File: config.mk
export PLATFORM = sky130hd
export DESIGN_NAME = cordic_input_stage_flat
export DESIGN_NICKNAME = d
export VERILOG_FILES = /design/src/rtl/cordic_input_stage_if.sv /design/src/rtl/cordic_input_stage.sv /design/src/flat_wrapper.sv
export SDC_FILE = /design/constraint.sdc
export NUM_CORES = 1
export LEC_CHECK = 0
export CAP_MARGIN = 20
export CORE_MARGIN = 1
export CORE_UTILIZATION = 35
export CTS_BUF_LIST = sky130_fd_sc_hd__clkbuf_8 sky130_fd_sc_hd__clkbuf_16
export CTS_CLUSTER_SIZE = 10
export DETAILED_ROUTE_END_ITERATION = 10
export GPL_ROUTABILITY_DRIVEN = 0
export SLEW_MARGIN = 20
export SYNTH_ARGS = -nofsm -noshare
export SYNTH_HDL_FRONTEND = slang
export SYNTH_SLANG_ARGS = --single-unit
File: constraint.sdc
create_clock -name clk -period 3.2 [get_ports clk]
set_input_delay 0.64 -clock clk [delete_from_list [all_inputs] [get_ports clk]]
set_output_delay 0.64 -clock clk [all_outputs]
set_load 0.05 [all_outputs]
File: src/rtl/cordic_input_stage_if.sv
// Sample bus of the cosine CORDIC input stage: float operand in, Q8.16 value plus Q1.22 angle out.
// master = producer/consumer side (bench or upstream), slave = the stage itself.
interface cordic_input_stage_if;
  logic        in_valid;
  logic [31:0] dataa;
  logic        out_valid;
  logic [23:0] x_fixed;
  logic [23:0] theta;
  logic        range_err;
  logic        err_sticky;

  modport master (
    output in_valid, dataa,
    input  out_valid, x_fixed, theta, range_err, err_sticky
  );

  modport slave (
    input  in_valid, dataa,
    output out_valid, x_fixed, theta, range_err, err_sticky
  );
endinterface

File: src/rtl/cordic_input_stage.sv
// Float-to-fixed front end of the cosine CORDIC: 3 clk_en-qualified stages, no backpressure beyond clk_en.
// Optional CORDIC_INPUT_ROUND_EN makes the float-to-Q8.16 shift round half-up instead of truncating.
module cordic_input_stage (
  input  logic                  clk,
  input  logic                  reset,
  input  logic                  clk_en,
  cordic_input_stage_if.slave   bus
);

  // Stage 1: unpacked operand and class flags
  logic        v1_q, v1_d;
  logic [7:0]  e1_q, e1_d;
  logic [23:0] m1_q, m1_d;
  logic        zero1_q, zero1_d;
  logic        neg1_q, neg1_d;
  logic        big1_q, big1_d;

  // Stage 2: converted magnitude
  logic        v2_q, v2_d;
  logic [23:0] x2_q, x2_d;
  logic        err2_q, err2_d;

  // Stage 3: outputs
  logic        v3_q, v3_d;
  logic [23:0] x3_q, x3_d;
  logic [23:0] th3_q, th3_d;
  logic        err3_q, err3_d;
  logic        sticky_q, sticky_d;

  logic [7:0]  shamt;
  logic [23:0] conv;
`ifdef CORDIC_INPUT_ROUND_EN
  logic [24:0] ext;
  logic [24:0] rsum;
`endif
  logic signed [24:0] diff;

  always_comb begin
    // Shift distance that lines the Q1.23 mantissa up with the Q8.16 LSB.
    shamt = 8'd134 - e1_q;
`ifdef CORDIC_INPUT_ROUND_EN
    ext   = {m1_q, 1'b0} >> shamt;
    rsum  = {1'b0, ext[24:1]} + {24'd0, ext[0]};
    conv  = rsum[24] ? 24'hFFFFFF : rsum[23:0];
`else
    conv  = m1_q >> shamt;
`endif
    diff  = $signed({1'b0, x2_q}) - 25'sh0800000;
  end

  always_comb begin
    v1_d     = v1_q;
    e1_d     = e1_q;
    m1_d     = m1_q;
    zero1_d  = zero1_q;
    neg1_d   = neg1_q;
    big1_d   = big1_q;
    v2_d     = v2_q;
    x2_d     = x2_q;
    err2_d   = err2_q;
    v3_d     = v3_q;
    x3_d     = x3_q;
    th3_d    = th3_q;
    err3_d   = err3_q;
    sticky_d = sticky_q;

    if (clk_en) begin
      v1_d    = bus.in_valid;
      e1_d    = bus.dataa[30:23];
      m1_d    = {1'b1, bus.dataa[22:0]};
      zero1_d = (bus.dataa[30:23] == 8'd0);
      neg1_d  = bus.dataa[31] && (bus.dataa[30:23] != 8'd0);
      big1_d  = (bus.dataa[30:23] >= 8'd135);

      v2_d   = v1_q;
      err2_d = 1'b0;
      // Zero outranks sign so that -0.0 is a clean zero, and sign outranks big so -Inf/NaN read as negative.
      if (zero1_q) begin
        x2_d = 24'd0;
      end else if (neg1_q) begin
        x2_d   = 24'd0;
        err2_d = 1'b1;
      end else if (big1_q) begin
        x2_d   = 24'hFFFFFF;
        err2_d = 1'b1;
      end else begin
        x2_d = conv;
      end

      v3_d     = v2_q;
      x3_d     = x2_q;
      th3_d    = 24'(diff >>> 1);
      err3_d   = err2_q;
      sticky_d = sticky_q | (v2_q & err2_q);
    end
  end

  always_ff @(posedge clk or posedge reset) begin
    if (reset) begin
      v1_q     <= 1'b0;
      e1_q     <= 8'd0;
      m1_q     <= 24'd0;
      zero1_q  <= 1'b0;
      neg1_q   <= 1'b0;
      big1_q   <= 1'b0;
      v2_q     <= 1'b0;
      x2_q     <= 24'd0;
      err2_q   <= 1'b0;
      v3_q     <= 1'b0;
      x3_q     <= 24'd0;
      th3_q    <= 24'd0;
      err3_q   <= 1'b0;
      sticky_q <= 1'b0;
    end else begin
      v1_q     <= v1_d;
      e1_q     <= e1_d;
      m1_q     <= m1_d;
      zero1_q  <= zero1_d;
      neg1_q   <= neg1_d;
      big1_q   <= big1_d;
      v2_q     <= v2_d;
      x2_q     <= x2_d;
      err2_q   <= err2_d;
      v3_q     <= v3_d;
      x3_q     <= x3_d;
      th3_q    <= th3_d;
      err3_q   <= err3_d;
      sticky_q <= sticky_d;
    end
  end

  assign bus.out_valid  = v3_q;
  assign bus.x_fixed    = x3_q;
  assign bus.theta      = th3_q;
  assign bus.range_err  = err3_q;
  assign bus.err_sticky = sticky_q;

endmodule

File: src/flat_wrapper.sv
// flat-port wrapper written by rule: the top's interface ports become plain ports
module cordic_input_stage_flat 
  (clk, reset, clk_en, bus_in_valid, bus_dataa, bus_out_valid, bus_x_fixed, bus_theta, bus_range_err, bus_err_sticky);
  cordic_input_stage_if bus_i ();
  input  logic clk;
  input  logic reset;
  input  logic clk_en;
  input wire logic [$bits(bus_i.in_valid)-1:0] bus_in_valid;
  input wire logic [$bits(bus_i.dataa)-1:0] bus_dataa;
  output wire logic [$bits(bus_i.out_valid)-1:0] bus_out_valid;
  output wire logic [$bits(bus_i.x_fixed)-1:0] bus_x_fixed;
  output wire logic [$bits(bus_i.theta)-1:0] bus_theta;
  output wire logic [$bits(bus_i.range_err)-1:0] bus_range_err;
  output wire logic [$bits(bus_i.err_sticky)-1:0] bus_err_sticky;
  assign bus_i.in_valid = bus_in_valid;
  assign bus_i.dataa = bus_dataa;
  assign bus_out_valid = bus_i.out_valid;
  assign bus_x_fixed = bus_i.x_fixed;
  assign bus_theta = bus_i.theta;
  assign bus_range_err = bus_i.range_err;
  assign bus_err_sticky = bus_i.err_sticky;
  cordic_input_stage u_core (.clk(clk), .reset(reset), .clk_en(clk_en), .bus(bus_i));
endmodule
======== Word level (Yosys, flattened, before mapping) ========
Index checks and enable logic that the tools add are counted.
word-level totals
  register bits after elaboration ......... 113
  input port bits ......................... 36
  output and inout port bits .............. 51
operators by class
  add/sub/neg operators ................... 2
  order comparisons ....................... 1
  shift operators ......................... 1
  multiplexer cells ....................... 6
  bitwise operators ....................... 2
  reductions and logical operators ........ 3
operator list
  operator                  count
  $mux W24                  3
  $sub A24 B24 Y25 const B  1
  $shr A24 B8 Y24           1
  $ge A8 B8 Y1 const B      1
  $logic_not A8 Y1          1
  $reduce_bool A8 Y1        1
  $sub A8 B8 Y8 const A     1
  $mux W1                   3
  $and A1 B1 Y1             1
  $logic_and A1 B1 Y1       1
  $or A1 B1 Y1              1

======== Logic depth before layout (Yosys ltp) ========
  depth in word-level cells ............... 5
  mapped depth ............................ 9
  depth with buffers taken out ............ 7

======== Least setup slack after synthesis ========
No wires, ideal clock.
  kind .................................... reg2reg
  start ................................... register u_core.e1_q[1]
  end ..................................... register u_core.x2_q[4]
  setup time .............................. 0.140 ns
  data arrival time ....................... 2.310 ns
  data required time ...................... 3.060 ns
  slack ................................... 0.750 ns
  stages on the path, launching flop included .. 10
  clock period less this slack ............ 2.450 ns
  cells stage by stage .................... dfrtp_1 > ha_1 > buf_2 > buf_2 > mux2_2 > mux2_2 > mux2i_1 > mux2i_1 > a221oi_2 > o41ai_2
on the way
  word-level cells in the longest chain between the ends .. 5
RTL lines
  element                 line                       RTL
  start, declared         cordic_input_stage.sv:12   logic [7:0] e1_q, e1_d;
  start signal, assigned  cordic_input_stage.sv:101  e1_q <= 8'd0;
  start signal, assigned  cordic_input_stage.sv:116  e1_q <= e1_d;
  $sub A8 B8 Y8           cordic_input_stage.sv:40   shamt = 8'd134 - e1_q;
  $shr A24 B8 Y24         cordic_input_stage.sv:46   conv = m1_q >> shamt;
  $mux W24                cordic_input_stage.sv:83   end else if (big1_q) begin
  $mux W24                cordic_input_stage.sv:80   end else if (neg1_q) begin
  $mux W24                cordic_input_stage.sv:78   if (zero1_q) begin
  end signal, assigned    cordic_input_stage.sv:107  x2_q <= 24'd0;
  end signal, assigned    cordic_input_stage.sv:122  x2_q <= x2_d;
  end, declared           cordic_input_stage.sv:20   logic [23:0] x2_q, x2_d;
Every way passes these cells.
A chain may end at the register's enable or synchronous reset.

======== Worst setup path after layout ========
  start ................................... register u_core.e1_q[1]
  end ..................................... register u_core.x2_q[13]
The elaborated chain is that of the path after synthesis.

==> results.json <==
{
  "crit_path_end_kind": "register",
  "cts_setup_buffers": 0,
  "grt_usage_pct": 16.6,
  "yosys.cell_types.count": 56,
  "gr-total-overflow": 0,
  "cts_buffers": 9,
  "ff2ff_path_depth": 7,
  "hold_end": "u_core.bus.err_sticky",
  "r2r_end": "u_core.x2_q[13]",
  "p_switching_mw": 1.50,
  "ant_nets": 0,
  "fin_nets": 531,
  "grt_pass1_wl_mm": 18.9,
  "synth_fa_ha_area_share_pct": 0.253,
  "worstPathCellList": "ha_1 -> buf_4 -> mux2_2 -> mux2_2 -> mux2i_1 -> o21ai_0 -> a221o_1",
  "clock_tree.htree_level_count": 3,
  "worstSetupPathType": "register to register",
  "fin_cells": 679,
  "tightestPinTransition_ns": 0.793,
  "p_leak_nw": 2.53,
  "clock_path_buffers": 2,
  "die_area_sq_um": 14600,
  "totalWireLength_mm": 11.4,
  "synth_top_family_by_area": "multiplexers",
  "cts_hold_buf": 0,
  "slew_headroom_pct": 47.2,
  "n_antenna_cell": 0,
  "cts.repair.resized": 0,
  "synth_compound_area_share_pct": 13.8,
  "path_buf_inv": 1,
  "syn_inst": 440,
  "crit_path_max_incr_delay_ns": 0.59,
  "crit_arrival_ns": 2.97,
  "yosysTopAreaCell": "dfrtp_1",
  "p_clk_share_pct": 26.0,
  "die_w_um": 121,
  "min_period_over_period_pct": 85.3,
  "grt_busiest_layer": "met2",
  "start_util_pct": 35.8,
  "maxSlewViolCount": 0,
  "place_inst": 663,
  "synth_most_common_cell": "dfrtp_1",
  "cellInternalPower_mw": 2.42,
  "grt_antenna_before_repair": 0,
  "ys_ff_latch": 90,
  "syn_nets": 477,
  "switching_share_pct": 38.2,
  "ios": 87,
  "hold_depth": 1,
  "use_met1_pct": 22.6,
  "grt_max_degree": 68,
  "grt_pass1_vias": 3538,
  "synth_top_area_share_pct": 45.5,
  "avgRoutedWirePerCell_um": 16.8,
  "area_growth_pct": 23.2,
  "start_kind": "register",
  "p_total_mw": 3.92,
  "root_buffer": "clkbuf_16",
  "cts_tree": "done",
  "dpl_cell_area_sq_um": 5810,
  "reg2reg_slack_ns": 0.47,
  "avgSynthCellArea_sq_um": 11.2,
  "synth-xor-area-share_pct": 1.54,
  "std_cell_rows": 43,
  "required_ns": 3.44,
  "post_drt_via_cell_ratio": 5.29,
  "synth_edf_count": 0,
  "finish.instance_area_sq_um": 6100,
  "cp_common_cell": "mux2_2",
  "grt_util_met3_pct": 2.63,
  "p_comb_share_pct": 37.7,
  "hp-class": "register to register",
  "fill_cells": 1282,
  "vias": 3590,
  "run_status": "complete, no violations",
  "use_met2_pct": 26.1,
  "holdWs_ns": 0.482,
  "worstReg2RegStart": "u_core.e1_q[1]",
  "clkSlewWorstSetupHoldPaths_ns": 0.07,
  "clk_latency_ns": 0.35,
  "async_flop_share_pct": 100,
  "rsz0062_at_grt": "false",
  "drcViolationCount": 0,
  "synth.area.mux_share_pct": 24.3,
  "synth_common_cells": "90 x dfrtp_1, 74 x mux2_2, 30 x mux2i_1",
  "min_period_ns": 2.73,
  "synth-simple-area-share_pct": 7.84,
  "layout-drive-gt1-share_pct": 24.2,
  "ys_warn_count": 0,
  "min_from": "u_core.bus.err_sticky",
  "fp.dieH_um": 121,
  "maxCapViolCount": 0,
  "finalClockSkew_ns": 0.00740,
  "drtPass1Iterations": 4,
  "critPathMaxFanout": 12,
  "setup-violations-final": 0,
  "drtIter0Drc": 241,
  "core_area_sq_um": 13800,
  "fmaxAchievable_mhz": 366,
  "cpMaxStageDelayCell": "ha_1",
  "synth_area_leaders": "dfrtp_1 46%, mux2_2 17%, mux2i_1 6.1%",
  "ys.flop_type": "dfrtp_1",
  "io_buffers": 86,
  "vdd_drop_max_mv": 0.230,
  "crit_family": "multiplexers",
  "finalHoldViolations": 0,
  "hpwlAfterDp_mm": 8.42,
  "pwr-share-seq_pct": 36.3,
  "synthesis.area_sq_um": 4950,
  "cts.sinks": 90,
  "finalSetupTns_ns": 0,
  "power_density_nw_per_um2": 643,
  "yosysSeqAreaShare_pct": 45.5
}
## final cells by class
class,instances,area [sq um],share of cell area (%)
Clock buffer,10,239,3.92
Clock inverter,6,47.5,0.780
Inverter,4,16.3,0.267
Multi-Input combinational cell,291,2360,38.7
Sequential cell,90,2250,36.9
Tap cell,180,225,3.69
Timing Repair Buffer,98,958,15.7
## cell usage in the layout (no fill, tap or decap), types with 3 or more instances in the layout
cell type,count
dfrtp_1,90
clkdlybuf4s50_1,85
mux2_2,74
mux2i_1,30
a21oi_1,29
nand2_1,29
o21ai_0,18
nand3_1,12
nor2_1,11
buf_4,11
clkbuf_16,9
o2bb2ai_1,7
o21ai_1,5
o211ai_1,4
or3_1,4
a211oi_1,4
o31ai_1,4
a221o_1,4
xor2_1,3
mux4_2,3
nand4_1,3
a31oi_1,3
nand2b_1,3
## power groups by stage
| stage | Combinational, mW | Sequential (mW) | Clock (mW) |
|---|---|---|---|
| after global placement | 1.46 | 1.44 | 0 |
| final | 1.48 | 1.42 | 1.02 |
| after detailed placement | 1.47 | 1.45 | 0 |
| after floorplan | 0.908 | 1.61 | 0 |
| after global routing | 1.57 | 1.45 | 1.10 |
| after CTS | 1.48 | 1.43 | 1.04 |
## logic make-up (layout without fill, tap and decap cells)
family,count (synthesis),count (layout)
muxes,107,107
DFF,90,90
AOI/OAI and AO/OA,99,99
buffers and inverters,59,118
and+or+nand+nor,77,77
xor gates and xnor gates,7,7
adders and majority gates,1,1
## worst max path at each step
stage                      endpoint  slack (ns)  cells past startpoint           start
floorplan             u_core.big1_q        0.22                      1           reset
global placement     u_core.x2_q[4]        0.58                      8  u_core.e1_q[1]
detailed placement  u_core.x2_q[13]        0.50                      7  u_core.e1_q[1]
CTS                 u_core.x2_q[13]        0.50                      7  u_core.e1_q[1]
global route         u_core.x2_q[1]        0.34                      8  u_core.e1_q[1]
finish              u_core.x2_q[13]        0.47                      7  u_core.e1_q[1]
## sequential cells by signal, summed over array words and instances, names as in the netlist
register	count
u_core.big1_q	1
u_core.bus.err_sticky	1
u_core.bus.out_valid	1
u_core.bus.range_err	1
u_core.bus.theta	23
u_core.bus.x_fixed	2
u_core.e1_q	8
u_core.err2_q	1
u_core.m1_q	24
u_core.neg1_q	1
u_core.v1_q	1
u_core.v2_q	1
u_core.x2_q	24
u_core.zero1_q	1
## routing by layer
layer	vias up	wire, um	share of wire, %
li1	1710	-	-
met1	1771	5310	47
met2	91	5370	47
met3	18	429	3.8
met4	0	261	2.3
met5	-	0	0
## metrics by stage
| stage | setup WS, ns | util (%) |
|---|---|---|
| after floorplan | 0.225 | - |
| after detailed placement | 0.503 | 42.0 |
| final | 0.470 | 44.1 |
| after global placement | 0.576 | 42.0 |
| after CTS | 0.495 | 44.1 |
| after global routing | 0.336 | 44.1 |
Note: power is estimated with default switching activity, not from simulation.
